$ cat src/rtl/controlador_recepcao_uart_pkg.sv
// controlador_recepcao_uart_pkg: states, framing constants and checksum shared by the UART controllers.
package controlador_recepcao_uart_pkg;

    typedef enum logic [2:0] {
        OCIOSO,
        LINHA,
        COLUNA,
        VALOR,
        CHECKSUM,
        ENTREGAR
    } estado_t;

    localparam logic [7:0] SYNC_BYTE_PADRAO = 8'hA5;
    localparam logic [7:0] MAX_COORD        = 8'd8;
    localparam logic [7:0] MAX_VALOR        = 8'd9;

    function automatic logic [7:0] calc_checksum(input logic [7:0] a, input logic [7:0] b, input logic [7:0] c);
        return a ^ b ^ c;
    endfunction

endpackage

$ cat src/rtl/controlador_recepcao_uart_contador_timeout.sv
// contador_timeout: idle-cycle counter with clear, enable and a terminal flag at LIMITE-1.
module contador_timeout #(
    parameter int WIDTH  = 16,
    parameter int LIMITE = 50000
) (
    input  logic i_clk,
    input  logic i_rst_n,
    input  logic i_clear,
    input  logic i_enable,
    output logic o_terminal
);

    logic [WIDTH-1:0] r_count;

    assign o_terminal = (r_count == WIDTH'(LIMITE - 1));

    // Holds at the terminal value so it never wraps while idle outside a packet.
    always_ff @(posedge i_clk or negedge i_rst_n) begin
        if (!i_rst_n)
            r_count <= '0;
        else if (i_clear)
            r_count <= '0;
        else if (i_enable && !o_terminal)
            r_count <= r_count + 1'b1;
    end

endmodule

$ cat src/rtl/controlador_recepcao_uart.sv
// controlador_recepcao_uart: parses SYNC,row,col,value,checksum packets from a UART
// receiver into a held command with ready/valid handshake and error reporting.
module controlador_recepcao_uart
    import controlador_recepcao_uart_pkg::*;
#(
    parameter logic [7:0] SYNC_BYTE      = SYNC_BYTE_PADRAO,
    parameter int         TIMEOUT_CYCLES = 50000
) (
    input  logic       i_clk,
    input  logic       i_rst_n,
    input  logic       i_rx_done,
    input  logic [7:0] i_rx_data,
    input  logic       i_rx_error,
    input  logic       i_cmd_ready,
    output logic       o_cmd_valid,
    output logic [3:0] o_cmd_row,
    output logic [3:0] o_cmd_col,
    output logic [3:0] o_cmd_value,
    output logic       o_erro_pacote,
    output logic       o_overrun,
    output logic [7:0] o_erro_count
);

    estado_t    r_state;
    logic [3:0] r_row;
    logic [3:0] r_col;
    logic [3:0] r_valor;
    logic       r_cmd_valid;
    logic [3:0] r_cmd_row;
    logic [3:0] r_cmd_col;
    logic [3:0] r_cmd_value;
    logic       r_erro_pacote;
    logic       r_overrun;
    logic [7:0] r_erro_count;
    logic       w_timeout;
    logic       w_contando;
    logic       w_erro;
    logic [7:0] w_chk;

    assign w_contando = (r_state == LINHA) || (r_state == COLUNA) || (r_state == VALOR) || (r_state == CHECKSUM);
    assign w_chk      = calc_checksum({4'd0, r_row}, {4'd0, r_col}, {4'd0, r_valor});

    // Entering LINHA always coincides with an rx_done, so rx_done alone covers both clears.
    contador_timeout #(
        .WIDTH (16),
        .LIMITE(TIMEOUT_CYCLES)
    ) u_timeout (
        .i_clk     (i_clk),
        .i_rst_n   (i_rst_n),
        .i_clear   (i_rx_done),
        .i_enable  (w_contando),
        .o_terminal(w_timeout)
    );

    // A byte in the same cycle as the terminal count wins over the timeout.
    always_comb begin
        w_erro = 1'b0;
        case (r_state)
            LINHA, COLUNA: w_erro = i_rx_done ? (i_rx_error || i_rx_data > MAX_COORD) : w_timeout;
            VALOR:         w_erro = i_rx_done ? (i_rx_error || i_rx_data > MAX_VALOR) : w_timeout;
            CHECKSUM:      w_erro = i_rx_done ? (i_rx_error || i_rx_data != w_chk) : w_timeout;
            default:       w_erro = 1'b0;
        endcase
    end

    always_ff @(posedge i_clk or negedge i_rst_n) begin
        if (!i_rst_n) begin
            r_state       <= OCIOSO;
            r_row         <= '0;
            r_col         <= '0;
            r_valor       <= '0;
            r_cmd_valid   <= 1'b0;
            r_cmd_row     <= '0;
            r_cmd_col     <= '0;
            r_cmd_value   <= '0;
            r_erro_pacote <= 1'b0;
            r_overrun     <= 1'b0;
            r_erro_count  <= '0;
        end else begin
            r_erro_pacote <= w_erro;
            r_overrun     <= (r_state == ENTREGAR) && i_rx_done;
            if (w_erro && r_erro_count != 8'hFF)
                r_erro_count <= r_erro_count + 8'd1;
            if (w_erro)
                r_state <= OCIOSO;
            else begin
                case (r_state)
                    OCIOSO:
                        if (i_rx_done && !i_rx_error && i_rx_data == SYNC_BYTE)
                            r_state <= LINHA;
                    LINHA:
                        if (i_rx_done) begin
                            r_row   <= i_rx_data[3:0];
                            r_state <= COLUNA;
                        end
                    COLUNA:
                        if (i_rx_done) begin
                            r_col   <= i_rx_data[3:0];
                            r_state <= VALOR;
                        end
                    VALOR:
                        if (i_rx_done) begin
                            r_valor <= i_rx_data[3:0];
                            r_state <= CHECKSUM;
                        end
                    CHECKSUM:
                        if (i_rx_done) begin
                            r_cmd_row   <= r_row;
                            r_cmd_col   <= r_col;
                            r_cmd_value <= r_valor;
                            r_cmd_valid <= 1'b1;
                            r_state     <= ENTREGAR;
                        end
                    ENTREGAR:
                        if (i_cmd_ready) begin
                            r_cmd_valid <= 1'b0;
                            r_state     <= OCIOSO;
                        end
                    default: r_state <= OCIOSO;
                endcase
            end
        end
    end

    assign o_cmd_valid   = r_cmd_valid;
    assign o_cmd_row     = r_cmd_row;
    assign o_cmd_col     = r_cmd_col;
    assign o_cmd_value   = r_cmd_value;
    assign o_erro_pacote = r_erro_pacote;
    assign o_overrun     = r_overrun;
    assign o_erro_count  = r_erro_count;

endmodule

$ cat config.mk
export PLATFORM = sky130hd
export DESIGN_NAME = controlador_recepcao_uart
export DESIGN_NICKNAME = d
export VERILOG_FILES = /design/src/rtl/controlador_recepcao_uart_pkg.sv /design/src/rtl/controlador_recepcao_uart_contador_timeout.sv /design/src/rtl/controlador_recepcao_uart.sv
export SDC_FILE = /design/constraint.sdc
export NUM_CORES = 1
export LEC_CHECK = 0
export ABC_AREA = 1
export BUFFER_PORTS_ARGS = -buffer_cell sky130_fd_sc_hd__buf_2
export CAP_MARGIN = 5
export CELL_PAD_IN_SITES_DETAIL_PLACEMENT = 2
export CELL_PAD_IN_SITES_GLOBAL_PLACEMENT = 2
export CORE_UTILIZATION = 36
export DETAILED_ROUTE_END_ITERATION = 12
export HOLD_SLACK_MARGIN = 0.06
export PLACE_DENSITY = 0.81
export SETUP_SLACK_MARGIN = 0.15
export SYNTH_ARGS = -nofsm -noshare
export SYNTH_HDL_FRONTEND = slang
export SYNTH_SLANG_ARGS = --single-unit
export TNS_END_PERCENT = 30
$ cat constraint.sdc
create_clock -name i_clk -period 4.2 [get_ports i_clk]
set_clock_uncertainty 0.2 [all_clocks]
set_input_delay 0.42 -clock i_clk [delete_from_list [all_inputs] [get_ports i_clk]]
set_output_delay 0.42 -clock i_clk [all_outputs]
set_load 0.005 [all_outputs]
======== Word level (Yosys, flattened, before mapping) ========
Cells that the tools add are included.
W data, S select, Z words.
storage, ports and cells
  bits in registers ....................... 54
  word-level logic and storage cells ...... 76
  input port bits ......................... 13
  output and inout port bits .............. 23
operators by class
  equality and inequality tests ........... 17
  reduce and logical (&&, ||, !) cells .... 23
  add/subtract/negate cells ............... 2
  mux-type cells .......................... 17
  $lt $le $gt $ge ......................... 2
  bitwise operators ....................... 3
operators with widths
  kind                     number
  $mux W16                 2
  $mux W3                  7
  $ne A3 B3 Y1 const B     6
  $pmux W3 S6              1
  $add A16 B1 Y16 const B  1
  $eq A16 B16 Y1 const B   1
  $gt A8 B4 Y1 const B     2
  $reduce_and A3 Y1        4
  $add A8 B1 Y8 const B    1
  $eq A8 B8 Y1 const B     1
  $ne A8 B4 Y1             1
  $ne A8 B8 Y1 const B     1
  $xor A4 B4 Y4            2
  $eq A3 B2 Y1 const B     2
  $eq A3 B3 Y1 const B     2
  $logic_or A1 B1 Y1       6
  $reduce_and A6 Y1        1
  $logic_and A1 B1 Y1      5
  $mux W1                  5
  $ne A2 B2 Y1 const B     2
  $reduce_and A4 Y1        1
  $reduce_bool A2 Y1       2
  $eq A3 B1 Y1 const B     1
  $logic_not A3 Y1         1
  5 further kinds          6

======== Longest topological paths before layout ========
  depth in word-level cells ............... 8
  gate-level depth with buffers ........... 14
  depth with buffers taken out ............ 12

======== Cells and area by module ========
A second synthesis with hierarchy kept.
unflattened totals
  cell total of the unflattened synthesis .. 435
  area total of the unflattened synthesis .. 3,201.8 um^2
by module, submodules not included
  module                     instances  area an instance (um^2)  sequential area each (um^2)  cells an instance
  controlador_recepcao_uart  1          2,129.5                  950.9                        278
  contador_timeout           1          1,072.3                  400.4                        157

======== Worst setup path after synthesis ========
OpenSTA, ideal clock, no wires.
  path kind ............................... register to register
  from .................................... register u_timeout.r_count[0]
  to ...................................... register u_timeout.r_count[15]
  buffers on the path ..................... 1
  required time ........................... 3.881 ns
  path slack .............................. 2.193 ns
  library setup time ...................... 0.119 ns
  cell stages (with the launch flop) ...... 10
  period minus slack after synthesis ...... 2.007 ns
  arrival time ............................ 1.688 ns
  cell sequence ........................... dfrtp_1 > ha_1 > inv_1 > nor3_4 > nand4_2 > o21ai_2 > nand2_4 > buf_6 > nand3_1 > o21ai_2
between the ends
  cells in the longest elaborated chain, start to end .. 4
  elaborated cells between the ends (all ways) .. 7
  those cells by class .................... add/sub (1); eq/ne (1); mux (2); reduce/logical (3)
RTL lines
  element                                                                  line                                              source
  start, declared                                                          controlador_recepcao_uart_contador_timeout.sv:13  logic [WIDTH-1:0] r_count;
  start signal, assigned                                                   controlador_recepcao_uart_contador_timeout.sv:24  r_count <= r_count + 1'b1;
  parallel branches: the longest is 4 deep, another holds $add A16 B1 Y16  -
Several ways; the timed one is not identified. The select of a mux whose other input is x is not followed.
A chain may end at the register's enable or synchronous reset.

======== Worst setup path after layout ========
  from .................................... register u_timeout.r_count[0]
  to ...................................... register r_cmd_row[3] (netlist: o_cmd_row[3])
between the ends
  cells in the longest elaborated chain, start to end .. 5
  elaborated cells between the ends (all ways) .. 7
  those cells by class .................... eq/ne (1); mux (4); bitwise (1); reduce/logical (1)
RTL lines
  element                        line                                                                                               source
  $eq A16 B16 Y1 *               controlador_recepcao_uart_contador_timeout.sv:15                                                   assign o_terminal = (r_count == WIDTH'(LIMITE - 1));
  $mux W1 (on tied branches)     controlador_recepcao_uart.sv:61, controlador_recepcao_uart.sv:59, controlador_recepcao_uart.sv:60
  $pmux W1 S3 *                  controlador_recepcao_uart.sv:58                                                                    case (r_state)
  $not A1 Y1 (no line) *         -
  $reduce_and A3 Y1 (no line) *  -
  end signal, assigned           controlador_recepcao_uart.sv:108                                                                   r_cmd_row <= r_row;
  end, declared                  controlador_recepcao_uart.sv:29                                                                    logic [3:0] r_cmd_row;
Every way passes the cells marked *; elsewhere a longest branch is shown, timed or not.

==> impl_results.rst <==
.. list-table::
   :header-rows: 1

   * - Metric
     - Value
   * - Status
     - finished clean
   * - Rows
     - 33
   * - Antenna viol nets, final
     - 0
   * - Core Box Area
     - 8220 um^2
   * - Mean area per synthesized cell
     - 7.70 um^2
   * - Share of synthesized flip-flops with an asynchronous set or reset
     - 100%
   * - Wirelength, routed
     - 8970 um
   * - Minimum period implied by the final worst setup slack
     - 2.82 ns
   * - Register clock-pin slew on the reported worst setup and hold paths
     - 0.11 ns
   * - Post-synthesis sequential area ratio
     - 44.1%
   * - Worst Setup Path Type
     - flop to flop
   * - Share of the clock period used by the worst path after layout
     - 67.2%
   * - Via-per-instance ratio
     - 5.29
   * - Proportion of total power due to net switching
     - 44.3%
   * - TritonCTS clock tree
     - built
   * - Comb pwr share
     - 40.8%
   * - Synthesized cell area
     - 3060 um^2
   * - Element type at the critical path end
     - flop
   * - Weighted congestion at the end of routability-driven global placement
     - 0.823
   * - Cell variety after synth
     - 32
   * - DIE AREA
     - 8880 um^2
   * - X dimension of the die
     - 94.3 um
   * - Critical path peak fanout
     - 23
   * - PwrDens
     - 548 nW/um^2
   * - Required time of the critical path
     - 4.24 ns
   * - Antenna violations before repair
     - 0
   * - Worst r2r path cells
     - 11
   * - Ys flop type
     - sky130_fd_sc_hd__dfrtp_1
   * - Most instantiated cells after synthesis
     - sky130_fd_sc_hd__nand2_1, sky130_fd_sc_hd__dfrtp_1, sky130_fd_sc_hd__inv_1
   * - Design internal power
     - 1.04 mW
   * - Data arrival time at the worst-slack endpoint
     - 2.87 ns
   * - Met3 layer wire length in the routed design
     - 172 um
   * - Count of unresolved DRC violations after routing
     - 0
   * - Number of inserted filler cells in the final layout
     - 991
   * - Detailed-route wire length on metal 1
     - 3940 um
   * - Antenna diode count
     - 0
   * - Via count of the first global-routing pass
     - 3052
   * - Clock tree buffer depth
     - 2
   * - Layout cell share with drive strength beyond 1
     - 15.3%
   * - Switching power
     - 0.828 mW
   * - Yosys Warn Count
     - 0
   * - Share of total power in the clock network
     - 16.5%
   * - Cell depth of the worst min-delay path
     - 3
   * - Top cells by area in the synthesized netlist
     - sky130_fd_sc_hd__dfrtp_1, sky130_fd_sc_hd__nand2_1, sky130_fd_sc_hd__inv_1
   * - Synthesized netlist net count
     - 413
   * - Layout-stage area growth over the synthesis result
     - 11.2%
   * - Ports placed on the boundary
     - 36
   * - Global-route wire length before repair
     - 15300 um
   * - Violation count after the first detailed-route iteration
     - 73
   * - Placed cell area
     - 3310 um^2
   * - Largest area contributor in the synthesized netlist
     - sky130_fd_sc_hd__dfrtp_1
   * - Root cell of the clock tree
     - sky130_fd_sc_hd__clkbuf_8
   * - Global-route usage over all layers
     - 22.3%
   * - Overflow after GRT
     - 0
   * - Number of standard cells after synthesis
     - 398
   * - Pin count of the biggest net entering global routing
     - 55
   * - Total clock buffers created by CTS
     - 5
   * - Final setup violation count
     - 0
   * - Setup repair after global routing missed its margin
     - no
   * - Port Buffer Count
     - 35
   * - Max Clock Freq
     - 354 MHz
   * - Floorplan die height
     - 94.3 um
   * - Area share of the largest cell type after synthesis
     - 44.1%
   * - Buffers inserted during post-CTS setup optimization
     - 0
   * - Count of flip-flops with a built-in enable after synthesis
     - 0
   * - Class of the most critical hold timing path
     - input pin to flop
   * - Storage cell area
     - 1350 um^2
   * - Multi-input logic area
     - 1450 um^2
   * - Post-route cell area
     - 3410 um^2
   * - Final Hold Viols
     - 0
   * - Clock latency on the worst-skew pair
     - 0.32 ns
   * - Static Leakage
     - 1.69 nW
   * - Final Slew Violations
     - 0
   * - Clock tree sinks
     - 54
   * - Portion of total power attributed to sequential cells
     - 42.6%
   * - Final-stage net count
     - 446
   * - Actual slew at the worst max-slew pin
     - 0.722 ns
   * - Count of state elements after synthesis
     - 54
   * - Startpoint kind of the worst setup timing path
     - flop
   * - Max-Slew Margin vs Limit
     - 51.9%
   * - Fin Setup TNS
     - 0 ns
   * - Effective utilization at floorplan
     - 37.3%
   * - Most frequent cell after synthesis
     - sky130_fd_sc_hd__nand2_1
   * - Estimated wirelength of the detail-placed design
     - 6780 um
   * - Routed WL per cell
     - 16.7 um
   * - Deepest level of the CTS H-tree
     - 2
   * - Maxcap violations
     - 0
   * - Detail Route met2 WL
     - 4780 um
   * - Top layer used by detailed routing
     - met4
   * - Via count
     - 2841
   * - First-pass DRT Iterations
     - 4
   * - Worst vdd ir
     - 168 uV
## through the flow
step / setup WS [ns] / total power, mW / hold slack, ns / std cells / utilization (%)
6_report: 1.38 / 1.87 / 0.227 / 537 / 41.5
5_1_grt: 1.12 / 2.04 / 0.218 / 537 / 41.5
4_1_cts: 1.33 / 1.90 / 0.223 / 537 / 41.5
3_5_place_dp: 1.08 / 1.58 / 0.276 / 528 / 40.3
3_3_place_gp: 1.31 / 1.52 / 0.259 / 528 / 40.3
2_1_floorplan: 2.19 / 1.32 / -0.0756 / 398 / -
## worst paths after layout
| kind | to | from | slack, ns |
|---|---|---|---|
| hold / removal | r_valor[2] | i_rx_data[2] | 0.23 |
| setup / recovery | o_cmd_row[3] | u_timeout.r_count[0] | 1.38 |
| setup reg to reg | o_cmd_row[3] | u_timeout.r_count[0] | 1.38 |
| hold reg to reg | o_cmd_col[1] | o_cmd_col[1] | 0.29 |
| max in group asynchronous | u_timeout.r_count[7] | i_rst_n | 2.75 |
| min in group asynchronous | o_cmd_col[2] | i_rst_n | 0.55 |
## sequential cells by signal (all words and copies together) (netlist names)
signal / count
o_cmd_col: 4
o_cmd_row: 4
o_cmd_valid: 1
o_cmd_value: 4
o_erro_count: 8
o_erro_pacote: 1
o_overrun: 1
r_col: 4
r_row: 4
r_state: 3
r_valor: 4
u_timeout.r_count: 16
## logic make-up (layout without fill, tap and decap cells)
| family | count (synthesis) | in the layout | synth area share (%) |
|---|---|---|---|
| xor gates and xnor gates | 14 | 14 | 4.00 |
| AOI/OAI and AO/OA | 43 | 43 | 8.53 |
| buffers and inverters | 62 | 96 | 8.53 |
| and+or+nand+nor | 223 | 223 | 34.0 |
| DFF | 54 | 54 | 44.1 |
| adders and majority gates | 2 | 2 | 0.817 |
## area by class of cell
| class | count | share of cell area (%) |
|---|---|---|
| multi-input combinational | 282 | 42.6 |
| inverter | 51 | 5.62 |
| timing repair buffer | 37 | 5.65 |
| sequential | 54 | 39.6 |
| clock buffer | 5 | 2.02 |
| clock inverter | 3 | 0.624 |
| tap | 105 | 3.85 |
## per-layer routing
layer / vias to the layer above / track usage (%)
met5: - / 0
met4: 0 / 4.74
met3: 8 / 2.83
met2: 33 / 42.8
met1: 1433 / 26.0
li1: 1367 / -
## cell usage in the layout (no fill, tap or decap), types with 5 or more instances in the layout
cell type | netlist | layout
sky130_fd_sc_hd__nand2_1 | 115 | 115
sky130_fd_sc_hd__dfrtp_1 | 54 | 54
sky130_fd_sc_hd__inv_1 | 48 | 48
sky130_fd_sc_hd__buf_2 | 2 | 35
sky130_fd_sc_hd__nand3_1 | 29 | 29
sky130_fd_sc_hd__nand4_1 | 28 | 28
sky130_fd_sc_hd__nor2_1 | 26 | 26
sky130_fd_sc_hd__o21ai_1 | 22 | 22
sky130_fd_sc_hd__xor2_1 | 10 | 10
sky130_fd_sc_hd__o21ai_2 | 9 | 9
sky130_fd_sc_hd__nor3_1 | 6 | 6
sky130_fd_sc_hd__clkbuf_8 | 0 | 5
## power groups by stage
| stage | combinational [mW] | clock [mW] | sequential, mW |
|---|---|---|---|
| 6_report | 0.763 | 0.309 | 0.797 |
| 5_1_grt | 0.880 | 0.339 | 0.820 |
| 4_1_cts | 0.779 | 0.322 | 0.801 |
| 3_5_place_dp | 0.769 | 0 | 0.809 |
| 3_3_place_gp | 0.724 | 0 | 0.798 |
| 2_1_floorplan | 0.539 | 0 | 0.785 |
## worst max-delay path, cell delays in order, from the launching register on
cell                      delay [ns]
sky130_fd_sc_hd__dfrtp_1        0.49
sky130_fd_sc_hd__ha_1           0.18
sky130_fd_sc_hd__inv_1          0.13
sky130_fd_sc_hd__nor3_4         0.31
sky130_fd_sc_hd__nand4_2        0.17
sky130_fd_sc_hd__nor2_1         0.16
sky130_fd_sc_hd__nand2_1        0.08
sky130_fd_sc_hd__nand2_2        0.08
sky130_fd_sc_hd__nand2_2        0.28
sky130_fd_sc_hd__nand2_2        0.44
sky130_fd_sc_hd__nand2_1        0.11
sky130_fd_sc_hd__o21ai_1        0.10
## what timing repair did
action,in CTS,in global routing
resized for setup,0,0
hold buffers,1,0
hold endpoints to repair,15,0
(Power assumes the default switching activity.)
